[config.mk]
export PLATFORM = sky130hd
export DESIGN_NAME = bias_stream_fetch
export DESIGN_NICKNAME = d
export VERILOG_FILES = /design/src/rtl/bias_stream_fetch.sv
export SDC_FILE = /design/constraint.sdc
export NUM_CORES = 1
export LEC_CHECK = 0
export ABC_CLOCK_PERIOD_IN_PS = 3100
export BUFFER_PORTS_ARGS = -buffer_cell sky130_fd_sc_hd__clkbuf_2
export CORE_MARGIN = 1.5
export CORE_UTILIZATION = 30
export CTS_CLUSTER_SIZE = 30
export DETAILED_ROUTE_END_ITERATION = 10
export HOLD_SLACK_MARGIN = 0.12
export PLACE_DENSITY = 0.47
export SYNTH_ARGS = -nofsm -noshare
export SYNTH_HDL_FRONTEND = slang
export SYNTH_SLANG_ARGS = --single-unit
[constraint.sdc]
create_clock -name clk -period 3.1 [get_ports clk]
set_input_delay 0.465 -clock clk [delete_from_list [all_inputs] [get_ports clk]]
set_output_delay 0.465 -clock clk [all_outputs]
set_load 0.05 [all_outputs]
[src/rtl/bias_stream_fetch.sv]
// ---------------------------------------------------------------------------
// bias_stream_fetch
//
// Streams num_ch consecutive bias words out of an external synchronous bias
// ROM (read latency ROM_LAT cycles), sign-extends each word to OUT_W bits and
// presents it on a valid/ready interface together with its channel index.
// A small credit-controlled FIFO (depth ROM_LAT+1) absorbs returning reads so
// the output side can stall at any time without losing data.
//
// Ports:
//   clk         system clock, rising edge
//   rst_n       asynchronous active-low reset
//   start       one-cycle request, only honoured in IDLE
//   base_addr   ROM address of channel 0 bias (latched on start)
//   num_ch      number of biases to stream (latched on start, 0 allowed)
//   rom_en      ROM read enable (high only in issue cycles)
//   rom_addr    ROM read address (holds last issued address otherwise)
//   rom_data    ROM read data, valid ROM_LAT cycles after rom_en
//   bias_valid  output word valid (FIFO not empty)
//   out_ready   downstream ready
//   bias_data   sign-extended bias word (FIFO head)
//   bias_ch     channel index of bias_data
//   busy        high from accepted start until the done cycle
//   done        one-cycle pulse after the final word is accepted
// ---------------------------------------------------------------------------
module bias_stream_fetch #(
    parameter int DATA_W  = 8,
    parameter int OUT_W   = 16,
    parameter int ADDR_W  = 8,
    parameter int CH_W    = 8,
    parameter int ROM_LAT = 1
) (
    input  logic              clk,
    input  logic              rst_n,
    input  logic              start,
    input  logic [ADDR_W-1:0] base_addr,
    input  logic [CH_W-1:0]   num_ch,
    output logic              rom_en,
    output logic [ADDR_W-1:0] rom_addr,
    input  logic [DATA_W-1:0] rom_data,
    output logic              bias_valid,
    input  logic              out_ready,
    output logic [OUT_W-1:0]  bias_data,
    output logic [CH_W-1:0]   bias_ch,
    output logic              busy,
    output logic              done
);

    localparam int DEPTH = ROM_LAT + 1;
    localparam int PTR_W = (DEPTH > 2) ? $clog2(DEPTH) : 1;
    localparam int CNT_W = $clog2(DEPTH + 1);
    localparam int SUM_W = CNT_W + 1;
    localparam logic [SUM_W-1:0] DEPTH_V = SUM_W'(DEPTH);

    typedef enum logic [1:0] {
        ST_IDLE  = 2'd0,
        ST_FETCH = 2'd1,
        ST_DRAIN = 2'd2,
        ST_FIN   = 2'd3
    } state_t;

    state_t              state_r;
    state_t              state_s;

    logic [ADDR_W-1:0]   base_r;
    logic [CH_W-1:0]     num_ch_r;
    logic [CH_W-1:0]     issue_cnt_r;
    logic [CH_W-1:0]     acc_cnt_r;
    logic [CH_W-1:0]     wr_ch_r;
    logic [ADDR_W-1:0]   addr_hold_r;
    logic [ROM_LAT-1:0]  tag_r;
    logic [CNT_W-1:0]    inflight_r;
    logic [CNT_W-1:0]    fifo_cnt_r;
    logic [PTR_W-1:0]    rd_ptr_r;
    logic [PTR_W-1:0]    wr_ptr_r;
    logic [OUT_W-1:0]    mem_data_r [DEPTH];
    logic [CH_W-1:0]     mem_ch_r   [DEPTH];
    logic                busy_r;
    logic                done_r;

    logic                accept_s;
    logic                issue_s;
    logic                last_issue_s;
    logic                push_s;
    logic                pop_s;
    logic                drain_done_s;
    logic [SUM_W-1:0]    occ_s;
    logic [ADDR_W-1:0]   issue_addr_s;

    // Two's-complement sign extension of a ROM word to the output width.
    function automatic logic [OUT_W-1:0] sext(input logic [DATA_W-1:0] d);
        logic signed [OUT_W-1:0] w;
        w = OUT_W'($signed(d));
        return w;
    endfunction

    // Circular pointer increment for a FIFO whose depth need not be 2^n.
    function automatic logic [PTR_W-1:0] ptr_inc(input logic [PTR_W-1:0] p);
        logic [PTR_W-1:0] n;
        if (p == PTR_W'(DEPTH - 1)) begin
            n = {PTR_W{1'b0}};
        end else begin
            n = p + PTR_W'(1);
        end
        return n;
    endfunction

    // Handshake, credit and termination conditions.
    // The credit test subtracts a same-cycle pop: the slot it frees is
    // available before any newly issued read can land, which is what lets
    // the stream sustain one word per cycle while fifo + inflight never
    // exceeds DEPTH after the edge.
    always_comb begin
        accept_s     = (state_r == ST_IDLE) && start;
        pop_s        = (fifo_cnt_r != {CNT_W{1'b0}}) && out_ready;
        push_s       = tag_r[ROM_LAT-1];
        occ_s        = SUM_W'(fifo_cnt_r) + SUM_W'(inflight_r) - SUM_W'(pop_s);
        issue_s      = (state_r == ST_FETCH) && (occ_s < DEPTH_V);
        last_issue_s = issue_s && (issue_cnt_r == (num_ch_r - CH_W'(1)));
        issue_addr_s = base_r + ADDR_W'(issue_cnt_r);
        drain_done_s = (inflight_r == {CNT_W{1'b0}}) &&
                       (fifo_cnt_r == {CNT_W{1'b0}}) &&
                       (acc_cnt_r == num_ch_r);
    end

    // FSM state register.
    always_ff @(posedge clk or negedge rst_n) begin
        if (!rst_n) begin
            state_r <= ST_IDLE;
        end else begin
            state_r <= state_s;
        end
    end

    // FSM next-state logic.
    always_comb begin
        state_s = state_r;
        case (state_r)
            ST_IDLE: begin
                if (start) begin
                    if (num_ch == {CH_W{1'b0}}) begin
                        state_s = ST_FIN;
                    end else begin
                        state_s = ST_FETCH;
                    end
                end else begin
                    state_s = ST_IDLE;
                end
            end
            ST_FETCH: begin
                if (last_issue_s) begin
                    state_s = ST_DRAIN;
                end else begin
                    state_s = ST_FETCH;
                end
            end
            ST_DRAIN: begin
                if (drain_done_s) begin
                    state_s = ST_FIN;
                end else begin
                    state_s = ST_DRAIN;
                end
            end
            ST_FIN:  state_s = ST_IDLE;
            default: state_s = ST_IDLE;
        endcase
    end

    // FSM outputs: read strobe/address and FIFO head presentation.
    always_comb begin
        rom_en     = issue_s;
        if (issue_s) begin
            rom_addr = issue_addr_s;
        end else begin
            rom_addr = addr_hold_r;
        end
        bias_valid = (fifo_cnt_r != {CNT_W{1'b0}});
        bias_data  = mem_data_r[rd_ptr_r];
        bias_ch    = mem_ch_r[rd_ptr_r];
        busy       = busy_r;
        done       = done_r;
    end

    // busy/done registered from the next state so they line up with it.
    always_ff @(posedge clk or negedge rst_n) begin
        if (!rst_n) begin
            busy_r <= 1'b0;
            done_r <= 1'b0;
        end else begin
            busy_r <= (state_s == ST_FETCH) || (state_s == ST_DRAIN);
            done_r <= (state_s == ST_FIN);
        end
    end

    // Run parameters and issue/accept/write-channel counters.
    always_ff @(posedge clk or negedge rst_n) begin
        if (!rst_n) begin
            base_r      <= {ADDR_W{1'b0}};
            num_ch_r    <= {CH_W{1'b0}};
            issue_cnt_r <= {CH_W{1'b0}};
            acc_cnt_r   <= {CH_W{1'b0}};
            wr_ch_r     <= {CH_W{1'b0}};
            addr_hold_r <= {ADDR_W{1'b0}};
        end else begin
            if (accept_s) begin
                base_r      <= base_addr;
                num_ch_r    <= num_ch;
                issue_cnt_r <= {CH_W{1'b0}};
                acc_cnt_r   <= {CH_W{1'b0}};
                wr_ch_r     <= {CH_W{1'b0}};
            end else begin
                if (issue_s) begin
                    issue_cnt_r <= issue_cnt_r + CH_W'(1);
                    addr_hold_r <= issue_addr_s;
                end
                if (pop_s) begin
                    acc_cnt_r <= acc_cnt_r + CH_W'(1);
                end
                if (push_s) begin
                    wr_ch_r <= wr_ch_r + CH_W'(1);
                end
            end
        end
    end

    // Return tag pipe and count of reads issued but not yet written back.
    always_ff @(posedge clk or negedge rst_n) begin
        if (!rst_n) begin
            tag_r      <= {ROM_LAT{1'b0}};
            inflight_r <= {CNT_W{1'b0}};
        end else begin
            tag_r[0] <= issue_s;
            for (int k = 1; k < ROM_LAT; k++) begin
                tag_r[k] <= tag_r[k-1];
            end
            inflight_r <= inflight_r + CNT_W'(issue_s) - CNT_W'(push_s);
        end
    end

    // Output FIFO: pushes tagged ROM data, pops on handshake.
    always_ff @(posedge clk or negedge rst_n) begin
        if (!rst_n) begin
            rd_ptr_r   <= {PTR_W{1'b0}};
            wr_ptr_r   <= {PTR_W{1'b0}};
            fifo_cnt_r <= {CNT_W{1'b0}};
            for (int k = 0; k < DEPTH; k++) begin
                mem_data_r[k] <= {OUT_W{1'b0}};
                mem_ch_r[k]   <= {CH_W{1'b0}};
            end
        end else begin
            if (push_s) begin
                mem_data_r[wr_ptr_r] <= sext(rom_data);
                mem_ch_r[wr_ptr_r]   <= wr_ch_r;
                wr_ptr_r             <= ptr_inc(wr_ptr_r);
            end
            if (pop_s) begin
                rd_ptr_r <= ptr_inc(rd_ptr_r);
            end
            fifo_cnt_r <= fifo_cnt_r + CNT_W'(push_s) - CNT_W'(pop_s);
        end
    end

endmodule

==> reports/qor.csv <==
stage,metric,value,unit
pwr,p_leak,2.67,nW
pwr,pwr_density_cell,542,nW/µm²
global_routing,grt_pass1_vias,3234,
logic_synthesis,netlist_top_cells_area,"dfrtp_1, mux2_2, xor2_1",
layout,layout-drive-gt1-share,0.338,
layout,final_cells,665,
timing,finalSetupViolCount,0,
setup_path,endpoint_kind,primary output,
die,die_x,127,µm
clock_network,tritoncts,yes,
setup_path,cp.required,2.63,ns
setup_path,crit_slowest_cell,fa_1,
global_routing,grt_max_degree,47,
logic_synthesis,syn-cell-area,4620,µm²
die,die_height,127,µm
setup_path,rr_startpoint,inflight_r[1]$_DFF_PN0_,
placed_design,hpwl,6700,µm
setup_path,crit_chain,"inv_1, ha_1, fa_1, xor2_1, nand3_2, buf_12, o31ai_4, buf_12",
timing,max_freq,336,MHz
detailed_routing,avgViaCountPerCell,4.66,
timing,finClkSkew,0.00578,ns
die,ioPinCount,64,
logic_synthesis,avgSynthCellArea,11.2,µm²
logic_synthesis,synth_area_leader_cell,dfrtp_1,
placed_design,dp.cells,645,
clock_network,htreeDepth,3,
detailed_routing,wirelength,9390,µm
setup_path,critPathLaunchType,register,
setup_path,crit_arrival,2.51,ns
setup_path,crit_type,reg2out,
clock_network,clk_path_buf_depth,2,
detailed_routing,route.detailed.drc,0,
clock_network,holdBufCountCts,0,
min_path,hold_class,in2async,
logic_synthesis,syn_nets,458,
clock_network,clk-insertion-delay-late,0.34,ns
run_status,run_status,"complete, no violations",
timing,worst_pin_slew,0.877,ns
logic_synthesis,synth-seq-cells,91,
global_routing,track_usage,0.130,
detailed_routing,vias,3101,
timing,fin_crit,2.97,ns
logic_synthesis,ys_seq_area_frac,0.493,
setup_path,cp-startpoint,inflight_r[1]$_DFF_PN0_,
setup_path,path_max_fanout,23,
placed_design,dp_slack,0.209,ns
detailed_routing,first_pass_iters,4,
pwr,finalPower,3.03,mW
die,start_util,0.305,
detailed_routing,antenna_left,0,
timing,max_slew_margin,0.416,
layout,nets,519,
clock_network,cts.sinks,91,
detailed_routing,drt_iter0_markers,89,
global_routing,grt_pass1_wl,16500,µm
layout,diodes,0,
global_routing,grt_overflow,0,
logic_synthesis,synth_edf_count,0,
die,core_area,15100,µm²
logic_synthesis,synthDistinctLibCells,43,
clock_network,clk_pin_slew,0.06,ns
logic_synthesis,synthCells,412,
clock_network,cts_root_buf,clkbuf_16,
setup_path,critPathMaxStageDelay,0.44,ns
logic_synthesis,yosys_warnings,0,
setup_path,worst_path_most_repeated_cell,buf_12,
placed_design,place_congestion,0.768,
die,num_rows,45,
logic_synthesis,ys_async_sr_fraction,1.00,
layout,fillers,1499,
pwr,vdd_ir_drop_max,0.257,mV
timing,rsz0062_at_grt,true,
timing,hold_viol,0,
layout,syn2layout_area_growth,21.1,%
run,max_cap_violations,0,
die,dieArea,16200,µm²
timing,final.period_utilization,0.959,
global_routing,antenna_found_initial,0,
detailed_routing,wl_per_cell,14.1,µm
timing,slew_violations,0,
logic_synthesis,synthFlopType,dfrtp_1,
timing,setup_slack,0.128,ns
logic_synthesis,netlist.area_leader.share,0.493,
clock_network,numCtsBuffers,9,
placed_design,portBuffers,63,
layout,final_util,0.370,
registers in the layout (all words and copies together), names as in the netlist, 2 cells and up:
name	count
state_r	2
addr_hold_r	8
fifo_cnt_r	2
mem_data_r	16
acc_cnt_r	8
wr_ch_r	8
inflight_r	2
base_r	8
issue_cnt_r	8
num_ch_r	8
mem_ch_r	16
cell type report:
| class | count | area (µm²) | share of cell area |
|---|---|---|---|
| Sequential cell | 91 | 2280 | 0.408 |
| Multi-Input combinational cell | 281 | 2190 | 0.392 |
| Timing Repair Buffer | 75 | 553 | 0.0988 |
| Clock buffer | 12 | 236 | 0.0423 |
| Tap cell | 188 | 235 | 0.0420 |
| Inverter | 15 | 56.3 | 0.0101 |
| Clock inverter | 3 | 40.0 | 0.00715 |
logic make-up after synthesis:
logic type	count (synthesis)	share of synthesized area
buf+inv	40	0.0406
compound gates	51	0.0650
fa+ha+maj	18	0.0520
mux	62	0.151
simple gates	101	0.106
flops	91	0.493
xor+xnor	49	0.0929
power by group:
group / switching [mW] / internal [mW] / leakage [nW] / total, mW
Combinational: 0.256 / 0.266 / 1.34 / 0.522
Sequential: 0.150 / 1.31 / 1.19 / 1.46
Clock: 0.436 / 0.619 / 0.136 / 1.05
Total: 0.842 / 2.19 / 2.67 / 3.03
through the flow:
step	TNS, ns	instance area, µm²	hold slack, ns
global route	0	5600	0.184
finish	0	5600	0.125
global placement	0	5250	0.454
floorplan	-0.933	4630	0.169
CTS	0	5550	0.152
detailed placement	0	5250	0.459
cell usage in the layout, fill, tap and decap left out, types with 3 or more instances in the layout:
master      n
clkbuf_16   9
ha_1       16
clkbuf_2   54
mux2_2     61
inv_1      14
buf_4      10
buf_12     10
and3_1      5
or3_1       4
nand2_1    32
xor2_1     28
nand3_1     6
nor2b_1     4
a21oi_1    12
nand4_1     7
nor2_1     29
dfrtp_2     3
clkbuf_1    3
xnor2_1    21
dfrtp_1    88
o21ai_0    19
o21ai_1     5
Yosys cell counts, types with 2 or more instances:
| cell type | instances |
|---|---|
| nand2_1 | 32 |
| or3_1 | 4 |
| nor4_1 | 2 |
| nor2b_1 | 4 |
| fa_1 | 2 |
| xnor2_1 | 21 |
| nand3_1 | 7 |
| ha_1 | 16 |
| inv_1 | 14 |
| xor2_1 | 28 |
| mux2_2 | 61 |
| nor3_1 | 2 |
| dfrtp_1 | 91 |
| clkbuf_1 | 14 |
| a21oi_1 | 12 |
| a211o_1 | 2 |
| buf_1 | 2 |
| nor2_1 | 29 |
| o21ai_0 | 24 |
| buf_4 | 8 |
| or2_2 | 2 |
| nand4_1 | 7 |
| and3_1 | 5 |
| o31ai_1 | 4 |
worst max-delay path: cells and delay by family (launching register included):
kind	cells	cell delay, ns
fa+ha+maj	2	0.75
buf+inv	3	0.42
flops	1	0.38
compound gates	1	0.28
xor+xnor	1	0.19
simple gates	1	0.14
per-layer routing:
layer / global-route usage / share of wire
met1: 0.174 / 0.49
met2: 0.202 / 0.46
met3: 0.0293 / 0.034
met4: 0.0588 / 0.018
met5: 0 / 0
final timing paths:
check / endpoint / slack (ns) / cells past startpoint
setup / recovery: rom_addr[4] / 0.13 / 8
hold / removal: acc_cnt_r[4]$_DFFE_PN0P_ / 0.12 / 1
setup reg to reg: busy$_DFF_PN0_ / 0.36 / 11
hold reg to reg: addr_hold_r[2]$_DFFE_PN0N_ / 0.47 / 2
max in group asynchronous: wr_ch_r[5]$_DFFE_PN0P_ / 2.31 / 2
min in group clk: base_r[3]$_DFFE_PN0P_ / 0.35 / 2
timing repair:
action | 4_1_cts | 5_1_grt
endpoints found under the hold margin | 0 | 0
setup endpoints to repair | 7 | 7
pin swaps | 0 | 1
gates resized for setup | 6 | 9
setup buffers | 0 | 5
Note: power is estimated with default switching activity, not from simulation.
